==> src/rtl/mm2s_rd_engine.sv <==
// mm2s_rd_engine
//   Upstream stage of the MM2S path. Accepts one transfer command (start
//   address, beat count), splits it into AXI4 INCR read bursts that never
//   exceed MAX_BURST beats or cross a 4 KB boundary, and keeps at most
//   MAX_OUTST bursts in flight. Returned read data is passed straight into
//   the downstream FIFO. The final beat of the transfer is tagged with
//   fifo_wlast.
//
// Ports
//   clk, rst                 clock, asynchronous active-high reset
//   cmd_valid/ready/addr/beats  transfer command (accepted only in IDLE)
//   m_axi_ar*                AXI4 read address channel (master side)
//   m_axi_r*                 AXI4 read data channel (master side)
//   fifo_full                FIFO back-pressure
//   fifo_wr_en/wdata/wlast   FIFO write port (combinational from R)
//   busy                     command in progress
//   done                     one-cycle completion pulse
//   err                      sticky error status of the last command
module mm2s_rd_engine #(
    parameter int AW        = 32,
    parameter int DW        = 64,
    parameter int LEN_W     = 16,
    parameter int MAX_BURST = 16,
    parameter int MAX_OUTST = 2
) (
    input  logic             clk,
    input  logic             rst,
    input  logic             cmd_valid,
    output logic             cmd_ready,
    input  logic [AW-1:0]    cmd_addr,
    input  logic [LEN_W-1:0] cmd_beats,
    output logic [AW-1:0]    m_axi_araddr,
    output logic [7:0]       m_axi_arlen,
    output logic [2:0]       m_axi_arsize,
    output logic [1:0]       m_axi_arburst,
    output logic             m_axi_arvalid,
    input  logic             m_axi_arready,
    input  logic [DW-1:0]    m_axi_rdata,
    input  logic [1:0]       m_axi_rresp,
    input  logic             m_axi_rlast,
    input  logic             m_axi_rvalid,
    output logic             m_axi_rready,
    input  logic             fifo_full,
    output logic             fifo_wr_en,
    output logic [DW-1:0]    fifo_wdata,
    output logic             fifo_wlast,
    output logic             busy,
    output logic             done,
    output logic             err
);

    localparam int BPB = DW / 8;
    localparam int BSH = $clog2(BPB);
    localparam int PW  = (MAX_OUTST > 1) ? $clog2(MAX_OUTST) : 1;
    localparam int OW  = $clog2(MAX_OUTST + 1);
    localparam int CW  = (LEN_W > 13) ? LEN_W : 13;

    typedef enum logic [1:0] {S_IDLE, S_ISSUE, S_DRAIN, S_DONE} state_t;

    state_t            state_q, state_d;
    logic              init_q, init_d;
    logic [AW-1:0]     addr_q, addr_d;
    logic [LEN_W-1:0]  ar_rem_q, ar_rem_d;
    logic [LEN_W-1:0]  rx_rem_q, rx_rem_d;
    logic [OW-1:0]     outst_q, outst_d;
    logic [PW-1:0]     wptr_q, wptr_d;
    logic [PW-1:0]     rptr_q, rptr_d;
    logic [8:0]        blq_q [MAX_OUTST];
    logic [8:0]        blq_d [MAX_OUTST];
    logic              err_flag_q, err_flag_d;
    logic              err_q, err_d;

    logic              accept, ar_hs, r_hs, pop;
    logic [CW-1:0]     bnd_beats, min_c;
    logic [8:0]        blen;
    logic [8:0]        head;
    logic              head_eob;
    logic [AW-1:0]     ar_step;

    function automatic logic [PW-1:0] ptr_inc(input logic [PW-1:0] p);
        if (p == PW'(MAX_OUTST - 1)) return '0;
        return p + 1'b1;
    endfunction

    // Burst length: remaining beats, clipped to MAX_BURST and to the beats
    // left before the next 4 KB boundary.
    always_comb begin
        bnd_beats = CW'((13'd4096 - {1'b0, addr_q[11:0]}) >> BSH);
        min_c     = CW'(ar_rem_q);
        if (min_c > CW'(MAX_BURST)) min_c = CW'(MAX_BURST);
        if (min_c > bnd_beats)      min_c = bnd_beats;
    end

    assign blen     = 9'(min_c);
    assign ar_step  = AW'(blen) << BSH;
    assign head     = blq_q[rptr_q];
    assign head_eob = (head == 9'd1);

    assign cmd_ready     = init_q && (state_q == S_IDLE);
    assign accept        = cmd_valid && cmd_ready;
    assign busy          = (state_q == S_ISSUE) || (state_q == S_DRAIN);
    assign done          = (state_q == S_DONE);
    assign err           = err_q;

    assign m_axi_arvalid = (state_q == S_ISSUE) && (outst_q < OW'(MAX_OUTST));
    assign m_axi_araddr  = addr_q;
    // Outside ISSUE ar_rem is 0 and blen collapses to 0; keep arlen at 0 then.
    assign m_axi_arlen   = (blen == 9'd0) ? 8'd0 : 8'(blen - 9'd1);
    assign m_axi_arsize  = 3'(BSH);
    assign m_axi_arburst = 2'b01;
    assign ar_hs         = m_axi_arvalid && m_axi_arready;

    assign m_axi_rready  = busy && !fifo_full;
    assign r_hs          = m_axi_rvalid && m_axi_rready;
    assign fifo_wr_en    = r_hs;
    assign fifo_wdata    = r_hs ? m_axi_rdata : '0;
    assign fifo_wlast    = r_hs && (rx_rem_q == LEN_W'(1));
    assign pop           = r_hs && (outst_q != '0) && head_eob;

    always_comb begin
        state_d    = state_q;
        init_d     = 1'b1;
        addr_d     = addr_q;
        ar_rem_d   = ar_rem_q;
        rx_rem_d   = rx_rem_q;
        outst_d    = outst_q;
        wptr_d     = wptr_q;
        rptr_d     = rptr_q;
        blq_d      = blq_q;
        err_flag_d = err_flag_q;
        err_d      = err_q;

        // Expected-beat queue: pushed in AR issue order, head counts down.
        if (ar_hs) begin
            blq_d[wptr_q] = blen;
            wptr_d        = ptr_inc(wptr_q);
        end

        if (r_hs) begin
            if (rx_rem_q != '0) rx_rem_d = rx_rem_q - 1'b1;
            if (m_axi_rresp != 2'b00) err_flag_d = 1'b1;
            if (outst_q == '0) begin
                // Data with no burst outstanding cannot be accounted for.
                err_flag_d = 1'b1;
            end else begin
                if (m_axi_rlast != head_eob) err_flag_d = 1'b1;
                if (head_eob) rptr_d = ptr_inc(rptr_q);
                else          blq_d[rptr_q] = head - 9'd1;
            end
        end

        if (ar_hs && !pop)      outst_d = outst_q + 1'b1;
        else if (!ar_hs && pop) outst_d = outst_q - 1'b1;

        case (state_q)
            S_IDLE: begin
                if (accept) begin
                    addr_d     = cmd_addr & ~AW'(BPB - 1);
                    ar_rem_d   = cmd_beats;
                    rx_rem_d   = cmd_beats;
                    err_flag_d = 1'b0;
                    err_d      = 1'b0;
                    state_d    = (cmd_beats == '0) ? S_DONE : S_ISSUE;
                end
            end
            S_ISSUE: begin
                if (ar_hs) begin
                    addr_d   = addr_q + ar_step;
                    ar_rem_d = ar_rem_q - LEN_W'(blen);
                    if (ar_rem_d == '0) state_d = S_DRAIN;
                end
            end
            S_DRAIN: begin
                if ((rx_rem_q == '0) && (outst_q == '0)) state_d = S_DONE;
            end
            S_DONE:  state_d = S_IDLE;
            default: state_d = S_IDLE;
        endcase

        // err is published on entry to DONE and held until the next accept.
        if ((state_d == S_DONE) && (state_q != S_DONE)) err_d = err_flag_d;
    end

    always_ff @(posedge clk or posedge rst) begin
        if (rst) begin
            state_q    <= S_IDLE;
            init_q     <= 1'b0;
            addr_q     <= '0;
            ar_rem_q   <= '0;
            rx_rem_q   <= '0;
            outst_q    <= '0;
            wptr_q     <= '0;
            rptr_q     <= '0;
            err_flag_q <= 1'b0;
            err_q      <= 1'b0;
            for (int i = 0; i < MAX_OUTST; i++) blq_q[i] <= '0;
        end else begin
            state_q    <= state_d;
            init_q     <= init_d;
            addr_q     <= addr_d;
            ar_rem_q   <= ar_rem_d;
            rx_rem_q   <= rx_rem_d;
            outst_q    <= outst_d;
            wptr_q     <= wptr_d;
            rptr_q     <= rptr_d;
            err_flag_q <= err_flag_d;
            err_q      <= err_d;
            blq_q      <= blq_d;
        end
    end

endmodule
==> config.mk <==
export PLATFORM = sky130hd
export DESIGN_NAME = mm2s_rd_engine
export DESIGN_NICKNAME = d
export VERILOG_FILES = /design/src/rtl/mm2s_rd_engine.sv
export SDC_FILE = /design/constraint.sdc
export NUM_CORES = 1
export LEC_CHECK = 0
export CORE_ASPECT_RATIO = 1.2
export CORE_UTILIZATION = 51
export DETAILED_ROUTE_END_ITERATION = 10
export GPL_ROUTABILITY_DRIVEN = 0
export PLACE_DENSITY = 0.88
export SYNTH_ARGS = -nofsm -noshare
export SYNTH_HDL_FRONTEND = slang
export SYNTH_SLANG_ARGS = --single-unit
==> constraint.sdc <==
create_clock -name clk -period 13.26 [get_ports clk]
set_input_delay 1.989 -clock clk [delete_from_list [all_inputs] [get_ports clk]]
set_output_delay 1.989 -clock clk [all_outputs]
set_load 0.1 [all_outputs]
Word-level counts from Yosys, hierarchy flattened
Index checks and enable logic that the tools add are counted.

cells by class
  bitwise logic cells = 3
  reductions and logical operators = 35
  equal/unequal tests = 10
  $add $sub $neg = 10
  muxes and demuxes = 54
  magnitude comparators = 7

operators by type and width
  cell                                                                              count
  16-bit 2-to-1 mux                                                                 7
  18-bit 2-to-1 mux                                                                 4
  32-bit 2-to-1 mux                                                                 2
  64-bit 2-to-1 mux                                                                 1
  32-bit one-hot mux with 2 select lines                                            1
  9-bit 2-to-1 mux                                                                  6
  16-bit logical NOT                                                                3
  18-bit bitwise mux                                                                2
  32-bit by 12-bit adder with 32-bit output                                         1
  16-bit one-hot mux with 2 select lines                                            1
  1-bit 2-to-1 mux                                                                  19
  9-bit demux with 1-bit select                                                     2
  16-bit by 1-bit == test with 1-bit output, second input constant                  1
  16-bit by 13-bit greater-than comparator with 1-bit output                        1
  16-bit by 5-bit greater-than comparator with 1-bit output, second input constant  1
  16-bit nonzero test                                                               1
  16-bit by 1-bit subtractor with 16-bit output, second input constant              1
  16-bit by 9-bit subtractor with 16-bit output                                     1
  1-bit logical AND                                                                 15
  2-bit 2-to-1 mux                                                                  7
  13-bit by 12-bit subtractor with 14-bit output, first input constant              1
  2-bit nonzero test                                                                6
  9-bit by 1-bit == test with 1-bit output, second input constant                   1
  9-bit logical NOT                                                                 1
  21 further kinds                                                                  33

storage, ports and cells
  output and inout port bits = 117
  register bits after elaboration = 91
  bits of input ports = 121
  word-level logic and storage cells = 131

Depth between registers and ports, before layout
Gate-level depths: netlist (run 1).

  depth in word-level cells = 13
  mapped depth = 28
  depth with buffers taken out = 27

Least setup slack after synthesis (run 1)
OpenSTA, ideal clock, no wires.

  kind = register to output
  start = register addr_q[3] (netlist: m_axi_araddr[3])
  end = output m_axi_arlen[6]
  cell stages (with the launch flop) = 19
  data arrival time = 6.100 ns
  setup slack = 5.171 ns
  path through = dfrtp_1 -> inv_1 -> ha_1 -> nor3b_2 -> nand2_1 -> xnor2_1 -> inv_1 -> ha_1 -> nand2_1 -> o21ai_1 -> o21ai_4 -> buf_2 -> nor2_1 -> a31oi_1 -> and2_1 -> nand2_1 -> nor2_1 -> nand2_1 -> o21ai_0

on the way
  word-level cells in the longest chain between the ends = 5
  elaborated cells between the ends (all ways) = 6
  those cells by class = 2 x add/sub; 1 x order compare; 2 x mux; 1 x reduce/logical

ends and longest elaborated chain
  element                                                                                  RTL line  RTL
  start, declared                                                                          62        logic [AW-1:0] addr_q, addr_d;
  start signal, assigned                                                                   200       addr_q <= addr_d;
  13-bit by 12-bit subtractor with 14-bit output *                                         88        bnd_beats = CW'((13'd4096 - {1'b0, addr_q[11:0]}) >> BSH);
  16-bit by 13-bit greater-than comparator with 1-bit output                               91        if (min_c > bnd_beats) min_c = bnd_beats;
  9-bit 2-to-1 mux *                                                                       91
  8-bit by 1-bit subtractor with 8-bit output / 9-bit logical NOT (equally long branches)  108       assign m_axi_arlen = (blen == 9'd0) ? 8'd0 : 8'(blen - 9'd1);
  8-bit 2-to-1 mux *                                                                       108
  end, declared                                                                            33        output logic [7:0] m_axi_arlen,

Mark *: on every way between the ends. The rest lies on a longest branch, timed or not.

Worst setup path after layout (run 1)
  start = register ar_rem_q[12]
  end = output m_axi_arlen[3]

on the way
  word-level cells in the longest chain between the ends = 6
  elaborated cells between the ends (all ways) = 7
  those cells by class = 1 x add/sub; 2 x order compare; 3 x mux; 1 x reduce/logical

ends and longest elaborated chain
  element                                                                                  RTL line  RTL
  start, declared                                                                          63        logic [LEN_W-1:0] ar_rem_q, ar_rem_d;
  start signal, assigned                                                                   201       ar_rem_q <= ar_rem_d;
  16-bit by 5-bit greater-than comparator with 1-bit output                                90        if (min_c > CW'(MAX_BURST)) min_c = CW'(MAX_BURST);
  16-bit 2-to-1 mux *                                                                      90
  16-bit by 13-bit greater-than comparator with 1-bit output                               91
  9-bit 2-to-1 mux *                                                                       91
  8-bit by 1-bit subtractor with 8-bit output / 9-bit logical NOT (equally long branches)  108
  8-bit 2-to-1 mux *                                                                       108

Marks and branches as above.

==> results of run 1 <==
==> state kept, by name (all words and copies together), names as in the netlist <==
register / count
err: 1
init_q: 1
err_flag_q: 1
ar_rem_q: 16
wptr_q: 1
rx_rem_q: 16
state_q: 2
outst_q: 2
m_axi_araddr: 29
rptr_q: 1
blq_q: 18
==> cell type report <==
| class | instances | share of cell area, % |
|---|---|---|
| Clock inverter | 4 | 0.533 |
| Inverter | 35 | 1.37 |
| Timing Repair Buffer | 232 | 23.4 |
| Clock buffer | 12 | 2.50 |
| Tap cell | 171 | 2.17 |
| Multi-Input combinational cell | 759 | 47.7 |
| Sequential cell | 88 | 22.3 |
==> metal layers <==
metal | up-vias | share of wire, % | GRT usage (%) | routed length [microns]
met5 | - | 0 | 0 | 0
met4 | 0 | 3.2 | 11.6 | 728
met3 | 52 | 6.8 | 5.45 | 1560
met2 | 310 | 49 | 53.1 | 11400
met1 | 3592 | 41 | 38.5 | 9370
li1 | 3691 | - | - | -
==> worst min-delay path by stage <==
stage / slack (ns) / to / from / depth (start not counted)
floorplan: 0.44 / blq_q[0]$_DFF_PP0_ / blq_q[0]$_DFF_PP0_ / 1
global placement: 0.47 / blq_q[0]$_DFF_PP0_ / blq_q[0]$_DFF_PP0_ / 1
detailed placement: 0.48 / blq_q[0]$_DFF_PP0_ / blq_q[0]$_DFF_PP0_ / 1
CTS: 0.49 / blq_q[0]$_DFF_PP0_ / blq_q[0]$_DFF_PP0_ / 1
global route: 0.50 / blq_q[0]$_DFF_PP0_ / blq_q[0]$_DFF_PP0_ / 1
finish: 0.49 / blq_q[0]$_DFF_PP0_ / blq_q[0]$_DFF_PP0_ / 1
==> worst max-delay path: stages, from the launching register on <==
cell	delay, ns
dfrtp_1	0.43
or2_1	0.29
nor4_1	0.40
nand3_1	0.20
a21oi_1	0.27
and2_1	0.21
ha_1	0.25
nor2b_1	0.13
o21bai_1	0.11
a21oi_1	0.16
o21ai_4	0.47
nor2_1	0.10
a31oi_1	0.54
and2_1	0.24
nand2_1	0.07
nor2_1	0.18
nand2_1	0.12
nor3_2	0.37
nor2_1	0.12
clkdlybuf4s50_1	1.00
==> cell usage after synthesis (6+ instances only) <==
cell type,instances
nand2_1,116
o21ai_0,98
dfrtp_1,88
and3_1,80
a21oi_1,70
nor2_1,62
clkbuf_1,46
ha_1,37
inv_1,31
xnor2_1,29
nand3_1,27
o22ai_1,26
mux2i_1,24
xor2_1,22
nor3_1,18
a21o_1,10
a31oi_1,9
and2_1,9
buf_4,8
nor4_1,8
nand2b_1,6
nand4_1,6
o211ai_1,6
or2_2,6
==> per-stage QoR <==
step                area, sq um  instances  utilization, %  worst slack, ns  hold WS [ns]
CTS                        9860       1301            71.3             5.34         0.487
global placement           9560       1285            69.2             5.86         0.473
detailed placement         9560       1285            69.2             5.72         0.479
finish                     9860       1301            71.3             5.27         0.486
floorplan                  7290        942               -             5.17         0.439
global route               9860       1301            71.3             4.88         0.504
==> kinds of logic after synthesis <==
family	Yosys count
compound gates	259
xor+xnor	52
fa+ha+maj	39
buf+inv	95
flops	88
mux	25
other cells	2
simple gates	370
==> metrics.yaml, run 1 <==
cp.required_ns: 11.27
hold_viol_final: 0
post_cts.resized_instances: 0
maxSlewViolCount: 0
drt_pass1_iterations: 5
cp-endpoint: "m_axi_arlen[3]"
muxShareOfSynthArea_pct: 3.47
number_of_vias_per_cell_after_detailed_routing: 5.88
synth_compound_area_share_pct: 21.2
drt-initial-drc-count: 617
area.growth.synth_to_final_pct: 36.1
postSynthCellCount: 930
post_synth_instance_area_sq_um: 7240
die-height_microns: 133
synthTopCellsByArea: "dfrtp_1 30%, and3_1 6.9%, o21ai_0 6.8%, ha_1 6.4%, nand2_1 6.0%"
synth_sequential_area_ratio_pct: 30.4
grt_pass1_wl_mm: 36.5
cp-startpoint: "ar_rem_q[12]$_DFFE_PP0P_"
drc_errors_left: 0
post-route-period-util_pct: 60.3
clkLatencyLatePin_ns: 0.35
fmax_mhz: 125
r2r_slack_ns: 6.32
synthSimpleGateAreaFrac_pct: 25.9
cts_max_path_buffers: 2
clockRootBuffer: "clkbuf_16"
routed-via-count: 7645
num-fill-cells: 1065
reg2reg_to: "err$_DFFE_PP0P_"
synth.largest_area_cell: "dfrtp_1"
worst_r2r_path_depth: 26
core_area_sq_um: 13800
grt_pass1_vias: 7283
number_of_clock_buffers_inserted_by_tritoncts: 9
cts_tree: "yes"
synth_enable_flop_cells: 0
worst_hold_path_type: "reg2reg"
synthAdderAreaFrac_pct: 6.94
design.die.area_sq_um: 14700
insertedDiodeCount: 0
die_x_extent_microns: 111
cts.sink_count: 88
route.detailed.wl_per_inst_microns: 17.7
postSynth.asyncResetShare_pct: 100
synth_top_family_by_area: "simple AND/OR/NAND/NOR gates"
area_used_by_multi_input_combinational_logic_sq_um: 4700
post-cts-setup-buffers: 0
synthXorXnorAreaFrac_pct: 6.48
layout.cells.most_common: "clkdlybuf4s50_1"
finalCriticalPeriod_ns: 7.99
critPathLaunchType: "flop"
top_level_ports: 238
grt_start_max_net_pins: 67
rsz0062_at_grt: "no"
path_clk_slew_ns: 0.07
seq_area_sq_um: 2200
rows: 47
finalNetCount: 1285
drt-total-wl_mm: 23.0
relSlewSlack_pct: 19.6
tightest_slew_ns: 1.21
hold_buffers: 0
yosys_most_used_dff: "dfrtp_1"
r2r-start: "ar_rem_q[12]$_DFFE_PP0P_"
report.final.setup_viol: 0
postRouteAntennaNets: 0
totalNegativeSetupSlack_ns: 0
post_synth_top_area_share_pct: 30.4
timing.critical_path.arrival_ns: 6.01
avgSynthCellArea_sq_um: 7.79
finalClockSkew_ns: 0.00831
ys_ff_latch: 88
port_buffers: 226
layout-drive-gt1-share_pct: 4.25
ctsHtreeMaxLevel: 3
detailedPlacementHpwl_mm: 17.0
status: "complete, no violations"
max-cap-violations: 0
yosys.cell_types.count: 71
antenna_violations_before_repair: 0
critPathCaptureType: "output pin"
globalRouteOverflowTotal: 0
yosys_warnings: 0
critical_path_peak_fanout: 16
floorplan.initialDensity_pct: 52.4
layout.cells.most_common_list: "226 x clkdlybuf4s50_1, 116 x nand2_1, 98 x o21ai_0"
timing.setup.critical_path_class: "reg2out"
global_route.usage.total_pct: 30.8
Power of run 1 is left out: the tool's default activity adds up to more than one toggle a clock period on the data nets, which glitch-free logic cannot reach.
==> run 2, diff against run 1 <==
CORE_UTILIZATION = 43   (was 51)
PLACE_DENSITY = 0.79   (was 0.88)
clock period = 7.25 ns   (was 13.26 ns; I/O delays follow)
==> metrics.yaml, run 2 (synthesis gave the netlist of run 1 again) <==
status: "complete, no violations"
worst_hold_path_cells: 1  # unchanged
r2r-start: "ar_rem_q[12]$_DFFE_PP0P_"
post-cts-setup-buffers: 0  # unchanged
insertedDiodeCount: 0  # unchanged
placed_cells: 1329  # +3.4%
post_cts.resized_instances: 0  # unchanged
antenna_violations_before_repair: 0  # unchanged
finalClockSkew_ns: 0.0128  # +0.00451 ns
critPathCaptureType: "flop"
cts_tree: "yes"
hold_viol_final: 0  # unchanged
drt-total-wl_mm: 21.6  # -6.1%
worst_hold_path_type: "reg2reg"
largest_reg_flops: 29  # unchanged
seq_area_sq_um: 2200  # unchanged
ctsHtreeMaxLevel: 3  # unchanged
finalCriticalPeriod_ns: 6.69
rows: 51  # +8.5%
drc_errors_left: 0  # unchanged
clkLatencyLatePin_ns: 0.35  # about the same
timing.critical_path.arrival_ns: 6.92  # +0.91 ns
hp-start: "blq_q[0]$_DFF_PP0_"
totalNegativeSetupSlack_ns: 0  # unchanged
num-fill-cells: 1514  # +42%
path_clk_slew_ns: 0.07  # about the same
postLayoutCellArea_sq_um: 9930  # +0.74%
grt_start_max_net_pins: 67  # unchanged
grt_pass1_vias: 7065  # -3.0%
layout-drive-gt1-share_pct: 5.38  # +1.1 points
die-height_microns: 144  # +8.8%
top_level_ports: 238  # unchanged
max-cap-violations: 0  # unchanged
critical_path_peak_fanout: 13  # -3
reg2reg_to: "err$_DFFE_PP0P_"
area.growth.synth_to_final_pct: 37.1
hold_end: "blq_q[0]$_DFF_PP0_"
drt-initial-drc-count: 378  # -39%
floorplan.initialDensity_pct: 44.3  # -8.1 points
timing.setup.critical_path_class: "reg2reg"
global_route.usage.total_pct: 24.6  # -6.2 points
r2r_slack_ns: 0.56  # -5.76 ns
postRouteAntennaNets: 0  # unchanged
cts_max_path_buffers: 2  # unchanged
fin_util_pct: 60.8  # -11 points
rsz0062_at_grt: "no"
clockRootBuffer: "clkbuf_16"
layout.cells.most_common_list: "218 x clkdlybuf4s50_1, 116 x nand2_1, 98 x o21ai_0"
critPathLaunchType: "flop"
fmax_mhz: 150
worst_r2r_path_depth: 23  # -12%
area_used_by_multi_input_combinational_logic_sq_um: 4700  # about the same
route.detailed.wl_per_inst_microns: 16.1  # -9.2%
design.die.area_sq_um: 17400  # +18%
hold_buffers: 0  # unchanged
detailed_place.area_sq_um: 9610  # +0.56%
routed-via-count: 7367  # -3.6%
drt_pass1_iterations: 4  # -1
relSlewSlack_pct: 17.1  # -2.5 points
maxSlewViolCount: 0  # unchanged
detailedPlacementHpwl_mm: 16.1  # -5.6%
grt_pass1_wl_mm: 34.3  # -6.0%
core_area_sq_um: 16300  # +18%
number_of_vias_per_cell_after_detailed_routing: 5.48  # -6.8%
layout.cells.most_common: "clkdlybuf4s50_1"
globalRouteOverflowTotal: 0  # unchanged
tightest_slew_ns: 1.24  # +0.0381 ns
final_cell_count_no_fill: 1345  # +3.4%
die_x_extent_microns: 120  # +8.7%
report.final.setup_viol: 0  # unchanged
cts.sink_count: 88  # unchanged
port_buffers: 226  # unchanged
cp.required_ns: 7.48  # -3.79 ns
finalNetCount: 1288  # +0.23%
post-route-period-util_pct: 92.2
number_of_clock_buffers_inserted_by_tritoncts: 9  # unchanged
==> run 2: changes by cell type in the layout (fill, tap and decap cells not counted), sizes merged <==
cell / change
buf: +11
clkbuf: +1
clkdlybuf4s50: -8
clkinv: -2
clkinvlp: +1
==> run 2: stage by stage <==
| step | setup slack (ns) | hold slack, ns |
|---|---|---|
| detailed placement | 0.579 | 0.503 |
| finish | 0.562 | 0.512 |
| CTS | 0.519 | 0.514 |
| floorplan | 0.0629 | 0.439 |
| global placement | 0.703 | 0.483 |
| global route | 0.0262 | 0.536 |
==> run 2: worst max-delay path by stage <==
stage / from / endpoint / slack [ns] / cells past startpoint
CTS: ar_rem_q[12]$_DFFE_PP0P_ / err$_DFFE_PP0P_ / 0.52 / 25
floorplan: m_axi_araddr[3]$_DFFE_PP0P_ / m_axi_arlen[6] / 0.06 / 18
finish: ar_rem_q[12]$_DFFE_PP0P_ / err$_DFFE_PP0P_ / 0.56 / 23
global route: ar_rem_q[12]$_DFFE_PP0P_ / err$_DFFE_PP0P_ / 0.03 / 25
global placement: ar_rem_q[12]$_DFFE_PP0P_ / err$_DFFE_PP0P_ / 0.70 / 25
detailed placement: ar_rem_q[12]$_DFFE_PP0P_ / err$_DFFE_PP0P_ / 0.58 / 25
==> run 2: area by class of cell <==
type	count	area share, %
clock buffers	13	2.72
clock inverters	3	0.466
inverters	35	1.36
multi-input cells	759	47.4
flip-flops and latches	88	22.2
well taps	212	2.67
repair buffers	235	23.3
==> run 2: routing by layer <==
| metal | share of wire, % | GRT usage (%) | up-vias | wire length, microns |
|---|---|---|---|---|
| met4 | 2.3 | 8.38 | 0 | 505 |
| met5 | 0 | 0 | - | 0 |
| met3 | 4.5 | 5.01 | 38 | 981 |
| li1 | - | - | 3692 | - |
| met2 | 49 | 41.9 | 196 | 10700 |
| met1 | 44 | 31.0 | 3441 | 9420 |
==> run 2: worst max-delay path, cell delays in order, from the launching register on <==
cell       delay [ns]
dfrtp_1          0.42
or2_1            0.29
nor4_1           0.33
nand3_1          0.20
or2_2            0.34
ha_1             0.29
nand4_1          0.11
nor3_1           0.36
nor2_1           0.14
o21a_2           0.23
o21ai_0          0.38
ha_1             0.25
inv_2            0.04
fa_1             0.39
xor2_1           0.18
nor4_1           0.19
nand4b_1         0.13
or4_1            0.57
a311o_1          0.36
a2111oi_2        0.31
o2111ai_1        0.26
a31oi_2          0.24
nor3b_2          0.21
mux2_1           0.33
Power of run 2 is left out for the same reason.
==> run 3, diff against run 2 <==
HOLD_SLACK_MARGIN = 0.06   (was unset)
==> results of run 3 <==
No change in the layout: final DEF, timing and power equal those of run 2.
Power of run 3 is left out for the same reason.
